<file path="config.mk">
export PLATFORM = sky130hd
export DESIGN_NAME = restoring_divider32
export DESIGN_NICKNAME = d
export VERILOG_FILES = /design/src/rtl/div_pkg.sv /design/src/rtl/trial_sub32.sv /design/src/rtl/restoring_divider32.sv
export SDC_FILE = /design/constraint.sdc
export NUM_CORES = 1
export LEC_CHECK = 0
export CELL_PAD_IN_SITES_DETAIL_PLACEMENT = 1
export CELL_PAD_IN_SITES_GLOBAL_PLACEMENT = 2
export CORE_ASPECT_RATIO = 1.5
export CORE_UTILIZATION = 37
export CTS_CLUSTER_DIAMETER = 150
export DETAILED_ROUTE_END_ITERATION = 8
export DONT_BUFFER_PORTS = 1
export PLACE_DENSITY_LB_ADDON = 0.1
export SLEW_MARGIN = 15
export SYNTH_ARGS = -nofsm -noshare
export SYNTH_HDL_FRONTEND = slang
export SYNTH_HIERARCHICAL = 1
export SYNTH_SLANG_ARGS = --single-unit
</file>
<file path="constraint.sdc">
create_clock -name clk -period 3.3 [get_ports clk]
set_input_delay 0.33 -clock clk [delete_from_list [all_inputs] [get_ports clk]]
set_output_delay 0.33 -clock clk [all_outputs]
set_load 0.02 [all_outputs]
</file>
<file path="src/rtl/div_pkg.sv">
// Shared definitions for the restoring divider: FSM states, widths and the
// result reported for a zero divisor.
package div_pkg;

  localparam int DIV_W  = 32;
  localparam int ITER_W = 5;

  localparam logic [DIV_W-1:0] DBZ_QUOTIENT = 32'hFFFF_FFFF;

  typedef enum logic [1:0] {
    IDLE = 2'd0,
    RUN  = 2'd1,
    DONE = 2'd2
  } state_t;

endpackage

</file>
<file path="src/rtl/trial_sub32.sv">
// Trial subtractor: A - B formed as A + ~B + 1, so carry-out = 1 means A >= B.
module trial_sub32
  import div_pkg::*;
(
  input  logic [DIV_W-1:0] a,
  input  logic [DIV_W-1:0] b,
  output logic [DIV_W-1:0] t,
  output logic             cout
);

  assign {cout, t} = {1'b0, a} + {1'b0, ~b} + {{DIV_W{1'b0}}, 1'b1};

endmodule

</file>
<file path="src/rtl/restoring_divider32.sv">
// 32-bit unsigned restoring divider: one quotient bit per clock, results
// published on the edge that enters DONE and held until the next request.
module restoring_divider32
  import div_pkg::*;
(
  input  logic             clk,
  input  logic             rst_n,
  input  logic             start,
  input  logic [DIV_W-1:0] dividend,
  input  logic [DIV_W-1:0] divisor,
  output logic             busy,
  output logic             done,
  output logic [DIV_W-1:0] quotient,
  output logic [DIV_W-1:0] remainder,
  output logic             div_by_zero
);

  state_t              state, state_nxt;
  logic [ITER_W-1:0]   cnt;
  logic [DIV_W-1:0]    q_r, r_r, d_r;
  logic [DIV_W-1:0]    r_shift, t, r_next, q_next;
  logic                c, take, accept, last_iter;

  assign accept    = (state == IDLE) && start;
  assign last_iter = (state == RUN) && (cnt == ITER_W'(DIV_W - 1));

  // {R,Q} shifted left once; R[31] shifted out still forces a subtract
  assign r_shift = {r_r[DIV_W-2:0], q_r[DIV_W-1]};

  trial_sub32 u_trial (
    .a    (r_shift),
    .b    (d_r),
    .t    (t),
    .cout (c)
  );

  assign take   = r_r[DIV_W-1] | c;
  assign r_next = take ? t : r_shift;
  assign q_next = {q_r[DIV_W-2:0], take};

  always_comb begin
    state_nxt = state;
    case (state)
      IDLE: if (start) state_nxt = (divisor == '0) ? DONE : RUN;
      RUN:  if (cnt == ITER_W'(DIV_W - 1)) state_nxt = DONE;
      DONE: state_nxt = IDLE;
      default: state_nxt = IDLE;
    endcase
  end

  always_ff @(posedge clk or negedge rst_n) begin
    if (!rst_n) begin
      state       <= IDLE;
      cnt         <= '0;
      quotient    <= '0;
      remainder   <= '0;
      div_by_zero <= 1'b0;
    end else begin
      state <= state_nxt;
      if (accept) begin
        cnt <= '0;
        if (divisor == '0) begin
          quotient    <= DBZ_QUOTIENT;
          remainder   <= dividend;
          div_by_zero <= 1'b1;
        end else begin
          div_by_zero <= 1'b0;
        end
      end else if (state == RUN) begin
        cnt <= cnt + ITER_W'(1);
        if (last_iter) begin
          quotient  <= q_next;
          remainder <= r_next;
        end
      end
    end
  end

  // Working registers carry no reset: they are always reloaded on accept
  always_ff @(posedge clk) begin
    if (accept) begin
      d_r <= divisor;
      q_r <= dividend;
      r_r <= '0;
    end else if (state == RUN) begin
      q_r <= q_next;
      r_r <= r_next;
    end
  end

  assign busy = (state != IDLE);
  assign done = (state == DONE);

endmodule

</file>
# --- Word level (Yosys, flattened, before mapping) ---
# Cells that the tools add are included.
totals:
  regBits: 168
  inputBits: 67
  output_inout_bits: 67
  word_cells: 46
classes:
  add_sub_neg: 3
  eq_ne: 6
  muxes: 18
  bitwise_logic: 2
  n_reduce_logical: 9
ops:
  columns: ["cell", "count"]
  rows:
  - ["$mux W32", 11]
  - ["$add A32 B32 Y33", 1]
  - ["$add A33 B1 Y33 const B", 1]
  - ["$logic_not A32 Y1", 1]
  - ["$not A32 Y32", 1]
  - ["$mux W5", 2]
  - ["$mux W2", 3]
  - ["$reduce_bool A2 Y1", 3]
  - ["$add A5 B1 Y5 const B", 1]
  - ["$eq A5 B5 Y1 const B", 1]
  - ["$ne A2 B2 Y1 const B", 2]
  - ["$pmux W2 S2", 1]
  - ["$reduce_and A3 Y1", 1]
  - ["$eq A2 B1 Y1 const B", 1]
  - ["$eq A2 B2 Y1 const B", 1]
  - ["$logic_and A1 B1 Y1", 2]
  - ["$logic_not A2 Y1", 1]
  - ["$ne A2 B1 Y1 const B", 1]
  - ["$reduce_and A2 Y1", 1]
  - ["$mux W1", 1]
  - ["$or A1 B1 Y1", 1]

# --- Depth between registers and ports, before layout ---
depth:
  ltp_word: 8
  depth_mapped: 14
  ltp_nobuf: 13

# --- Hierarchy ---
# Netlist, hierarchy kept.
modules_own_cells:
  columns: ["mod", "instances", "cells_each", "area_each_um2", "seq_area_each_um2"]
  rows:
  - ["restoring_divider32", 1, 540, 6538.8, 4364.2]
  - ["trial_sub32", 1, 302, 1981.9, 0.0]

# --- Worst setup path before layout ---
# Ideal clock, no wire load.
synth_timing:
  path_kind: "reg2reg"
  from: "register q_r[31]"
  to: "register remainder[18]"
  setup_time_ns: 0.126
  arrival_time_ns: 3.135
  t_required_ns: 3.174
  setup_slack_ns: 0.039
  stages_incl_launch_ff: 15
  path_buffers: 1
  period_less_slack_ns: 3.261
  cell_sequence: "edfxtp_1 > inv_1 > ha_1 > fa_1 > nand2b_1 > a21oi_2 > o21ai_0 > a21oi_1 > a311oi_1 > o21ai_0 > nor2_1 > buf_2 > mux2i_1 > nor2_1 > a221o_1"
synth_via:
  elab_chain_cells: 7
synth_lines:
  columns: ["element", "line", "source"]
  rows:
  - ["start, declared", "restoring_divider32.sv:20", "logic [DIV_W-1:0] q_r, r_r, d_r;"]
  - ["start signal, assigned", "restoring_divider32.sv:83", "q_r <= dividend;"]
  - ["start signal, assigned", "restoring_divider32.sv:86", "q_r <= q_next;"]
  - ["$add A32 B32 Y33", "trial_sub32.sv:11", "assign {cout, t} = {1'b0, a} + {1'b0, ~b} + {{DIV_W{1'b0}}, 1'b1};"]
  - ["$add A33 B1 Y33", "trial_sub32.sv:11", null]
  - ["net c", "restoring_divider32.sv:22", "logic c, take, accept, last_iter;"]
  - ["$or A1 B1 Y1", "restoring_divider32.sv:37", "assign take = r_r[DIV_W-1] | c;"]
  - ["$mux W32", "restoring_divider32.sv:38", "assign r_next = take ? t : r_shift;"]
  - ["$mux W32", "restoring_divider32.sv:71", "if (last_iter) begin"]
  - ["$mux W32", "restoring_divider32.sv:69", "end else if (state == RUN) begin"]
  - ["$mux W32", "restoring_divider32.sv:60", "if (accept) begin"]
  - ["end signal, assigned", "restoring_divider32.sv:64", "remainder <= dividend;"]
  - ["end signal, assigned", "restoring_divider32.sv:73", "remainder <= r_next;"]
  - ["end, declared", "restoring_divider32.sv:14", "output logic [DIV_W-1:0] remainder,"]
# The timed path passes the listed nets, and every way through them passes these cells. The select of a mux whose other input is x is not followed.
# A chain may end at the register's enable or synchronous reset.

# --- Worst setup path after layout ---
layout_timing:
  from: "register q_r[31]"
  to: "register remainder[21]"
# Same word-level chain as after synthesis.

==> insert_results.sql <==
INSERT INTO impl_metrics (metric_group, metric, value, unit) VALUES
('pwr', 'share_seq_of_total_power', '36.4', '%'),
('worst_setup_path', 'rr_worst_depth', '16', ''),
('worst_setup_path', 'arrival', '3.48', 'ns'),
('placed_design', 'port_buffers', '0', ''),
('pwr', 'internal_power', '6.312', 'mW'),
('global_routing', 'first_global_vias', '7155', ''),
('worst_setup_path', 'setup.worst_path.class', 'flip-flop to flip-flop', ''),
('worst_setup_path', 'endpoint', 'remainder[21]', ''),
('pwr', 'vdd_ir_drop_max', '0.4030', 'mV'),
('cts', 'clock_pin_slew_reported_for_the_worst_setup_and_hold_paths_after_clock_tree_synthesis', '0.07', 'ns'),
('cts', 'cts_htree_levels', '4', ''),
('layout', 'proportion_of_layout_cells_with_a_drive_suffix_above_1', '13.76', '%'),
('synth', 'synth_warnings', '6', ''),
('cts', 'cts-root-to-sink-buffers', '2', ''),
('worst_setup_path', 'setup.reg_to_reg.worst_slack', '0.13', 'ns'),
('synth', 'dominantRegCellSynth', 'sky130_fd_sc_hd__dfrtp_1', ''),
('global_routing', 'grt_first_pass_wirelength', '39620', 'um'),
('sta', 'worst_pin_slew', '0.6418', 'ns'),
('synth', 'synth-seq-area-share', '51.22', '%'),
('global_routing', 'gr-total-overflow', '0', ''),
('route', 'detailedRoute.firstPassIterationCount', '4', ''),
('sta', 'report.final.hold_viol_count', '0', ''),
('pwr', 'power.share.clock', '16.8', '%'),
('pwr', 'power-per-cell-area', '1072', 'nW/um^2'),
('layout', 'layout_common_cells', 'sky130_fd_sc_hd__nand2_1 (132), sky130_fd_sc_hd__dfrtp_1 (72), sky130_fd_sc_hd__nor2_1 (64), sky130_fd_sc_hd__edfxtp_1 (64), sky130_fd_sc_hd__o21ai_0 (52)', ''),
('synth', 'async_reset_ff_share', '42.86', '%'),
('synth', 'synth-seq-cells', '168', ''),
('floorplanning', 'placement_rows', '67', ''),
('synth', 'avg_inst_size_synth', '10.12', 'um^2'),
('route', 'violation_count_after_the_first_detailed_route_iteration', '241', ''),
('sta', 'setup_viol', '0', ''),
('pwr', 'p_sw_share', '42.19', '%'),
('synth', 'netlist_area', '8521', 'um^2'),
('outcome', 'status', 'completed', ''),
('floorplanning', 'start_util', '37.93', '%'),
('global_routing', 'grt_antenna_before_repair', '0', ''),
('worst_setup_path', 'timing.critical_path.to_type', 'flip-flop', ''),
('worst_setup_path', 'r2r_end', 'remainder[21]', ''),
('sta', 'timing.final.crit_period', '3.166', 'ns'),
('cts', 'cts_root_buffer', 'sky130_fd_sc_hd__clkbuf_16', ''),
('layout', 'flow.area_growth_from_synthesis', '19.53', '%'),
('cts', 'worstSkewPairLatency', '0.43', 'ns'),
('sta', 'setup_repair_after_global_routing_missed_its_margin', 'yes', ''),
('synth', 'synth-edff-count', '64', ''),
('cts', 'cts-buffers-inserted', '17', ''),
('pwr', 'power.share.combinational', '46.8', '%'),
('pwr', 'lkg_pwr', '4.432', 'nW'),
('global_routing', 'maximum_number_of_pins_on_one_net_before_global_route_repair', '73', ''),
('worst_setup_path', 'critical_path_required', '3.62', 'ns'),
('sta', 'slew_headroom', '57.21', '%'),
('layout', 'n_fill_cell', '2538', ''),
('global_routing', 'gr-usage-all-layers', '21.58', '%'),
('route', 'ant_nets', '0', ''),
('floorplanning', 'io-pin-count', '134', ''),
('floorplanning', 'dieArea', '23650', 'um^2'),
('layout', 'finish.utilization', '45.33', '%'),
('layout', 'most_common_cell_after_layout_fill_and_taps_aside', 'sky130_fd_sc_hd__nand2_1', ''),
('sta', 'final.period_utilization', '95.95', '%'),
('floorplanning', 'core_area', '22470', 'um^2'),
('worst_setup_path', 'regToRegStartpoint', 'q_r[31]', ''),
('route', 'detail_route.wirelength', '24930', 'um'),
('floorplanning', 'chipWidth', '125.9', 'um'),
('route', 'drc_errors', '0', ''),
('flow_run', 'max-cap-violations', '0', ''),
('layout', 'diodes', '0', ''),
('placed_design', 'place.detailed.hpwl', '18370', 'um'),
('cts', 'numClockSinks', '168', ''),
('floorplanning', 'y_dimension_of_the_die', '187.9', 'um'),
('worst_setup_path', 'worst-path-max-fanout', '7', ''),
('cts', 'cts_tree', 'yes', ''),
('synth', 'synth_nets', '944', '');
[logic make-up (layout without fill, tap and decap cells)]
kind of cell             count (synthesis)  after routing  synth area share, %
multiplexers                            34             34                3.994
AO/OA/AOI/OAI                          213            213                18.37
XOR/XNOR                                24             24                2.467
flip-flops                             168            168                51.22
adder cells (fa/ha/maj)                 35             35                5.228
buffers and inverters                   90            171                4.552
AND/OR/NAND/NOR                        278            278                14.17
[state kept, by name (all words and copies together), names as in the netlist]
signal       flops
q_r             32
div_by_zero      1
r_r             32
remainder       32
d_r             32
state            2
quotient        32
cnt              5
[routing by layer]
layer  global-route usage [%]  vias up  share of wire [%]
li1                         -     3194                  -
met1                    26.76     3313                 44
met2                    36.97      142                 50
met3                    4.337       29                4.1
met4                    7.692        0                2.0
met5                        0        -                  0
[cell usage after synthesis (21+ instances only)]
| cell type | count | area [um^2] |
|---|---|---|
| sky130_fd_sc_hd__ha_1 | 34 | 425.4 |
| sky130_fd_sc_hd__a21oi_1 | 43 | 215.2 |
| sky130_fd_sc_hd__nand2_1 | 134 | 503.0 |
| sky130_fd_sc_hd__inv_1 | 47 | 176.4 |
| sky130_fd_sc_hd__clkbuf_1 | 21 | 78.83 |
| sky130_fd_sc_hd__nand3_1 | 30 | 150.1 |
| sky130_fd_sc_hd__a221o_1 | 32 | 320.3 |
| sky130_fd_sc_hd__dfxtp_1 | 32 | 640.6 |
| sky130_fd_sc_hd__o21ai_0 | 55 | 275.3 |
| sky130_fd_sc_hd__mux2i_1 | 34 | 340.3 |
| sky130_fd_sc_hd__o22a_1 | 31 | 271.5 |
| sky130_fd_sc_hd__edfxtp_1 | 64 | 1922 |
| sky130_fd_sc_hd__dfrtp_1 | 72 | 1802 |
| sky130_fd_sc_hd__nor2_1 | 66 | 247.7 |
[timing repair]
action,4_1_cts,5_1_grt
cloned,0,2
buffers inserted,0,2
endpoints found under the hold margin,104,0
gates resized for setup,5,25
pin swaps,3,10
setup endpoints to repair,31,33
hold buffers,34,0
[critical path, stage by stage, from the launching register on]
cell and delay [ns]:
sky130_fd_sc_hd__edfxtp_1 0.38, sky130_fd_sc_hd__inv_1 0.07, sky130_fd_sc_hd__ha_2 0.19, sky130_fd_sc_hd__fa_2 0.21, sky130_fd_sc_hd__nand2b_4 0.14, sky130_fd_sc_hd__a21oi_4 0.06, sky130_fd_sc_hd__buf_6 0.13, sky130_fd_sc_hd__o21ai_4 0.15
sky130_fd_sc_hd__a21oi_4 0.09, sky130_fd_sc_hd__a311oi_2 0.26, sky130_fd_sc_hd__o21ai_1 0.09, sky130_fd_sc_hd__buf_4 0.15, sky130_fd_sc_hd__nor2_4 0.25, sky130_fd_sc_hd__buf_12 0.19, sky130_fd_sc_hd__mux2i_1 0.32, sky130_fd_sc_hd__nor2_1 0.09
sky130_fd_sc_hd__a221o_1 0.27
[how the worst min path moves through the flow]
| stage | startpoint | end | slack [ns] | depth (start not counted) |
|---|---|---|---|---|
| after global routing | dividend[12] | remainder[12] | 0.02 | 1 |
| after CTS | dividend[12] | remainder[12] | 0.02 | 1 |
| final | dividend[26] | remainder[26] | 0.04 | 1 |
| after global placement | rst_n | quotient[6] | 0.04 | 0 |
| after detailed placement | rst_n | quotient[5] | 0.04 | 0 |
| after floorplan | rst_n | cnt[0] | 0.03 | 0 |
[area by class of cell]
type / instances / area (um^2) / share of cell area [%]
multi-input combinational: 584 / 3896 / 38.26
clock inverter: 14 / 96.34 / 0.9459
inverter: 48 / 180.2 / 1.769
timing repair buffer: 91 / 862.1 / 8.464
sequential: 168 / 4365 / 42.86
tap: 276 / 345.3 / 3.391
clock buffer: 18 / 439.2 / 4.312
[power groups by stage]
stage | clock (mW) | combinational [mW] | sequential [mW]
3_5_place_dp | 0 | 4.73 | 4.00
5_1_grt | 1.97 | 5.66 | 4.07
4_1_cts | 1.90 | 4.84 | 3.97
3_3_place_gp | 0 | 4.58 | 3.97
2_1_floorplan | 0 | 3.21 | 3.74
6_report | 1.84 | 5.11 | 3.97
[metrics by stage]
step / TNS, ns / power, mW / worst slack, ns / instances / instance area, um^2
6_report: 0 / 10.92 / 0.1335 / 1199 / 10180
5_1_grt: -0.1110 / 11.70 / -0.02448 / 1199 / 10180
4_1_cts: -0.007796 / 10.70 / -0.007796 / 1195 / 10020
3_5_place_dp: -1.311 / 8.731 / -0.1310 / 1129 / 9112
3_3_place_gp: -0.5817 / 8.549 / -0.08104 / 1129 / 9112
2_1_floorplan: 0 / 6.948 / 0.03908 / 842 / 8521
Power figures use the tool's default switching activity.
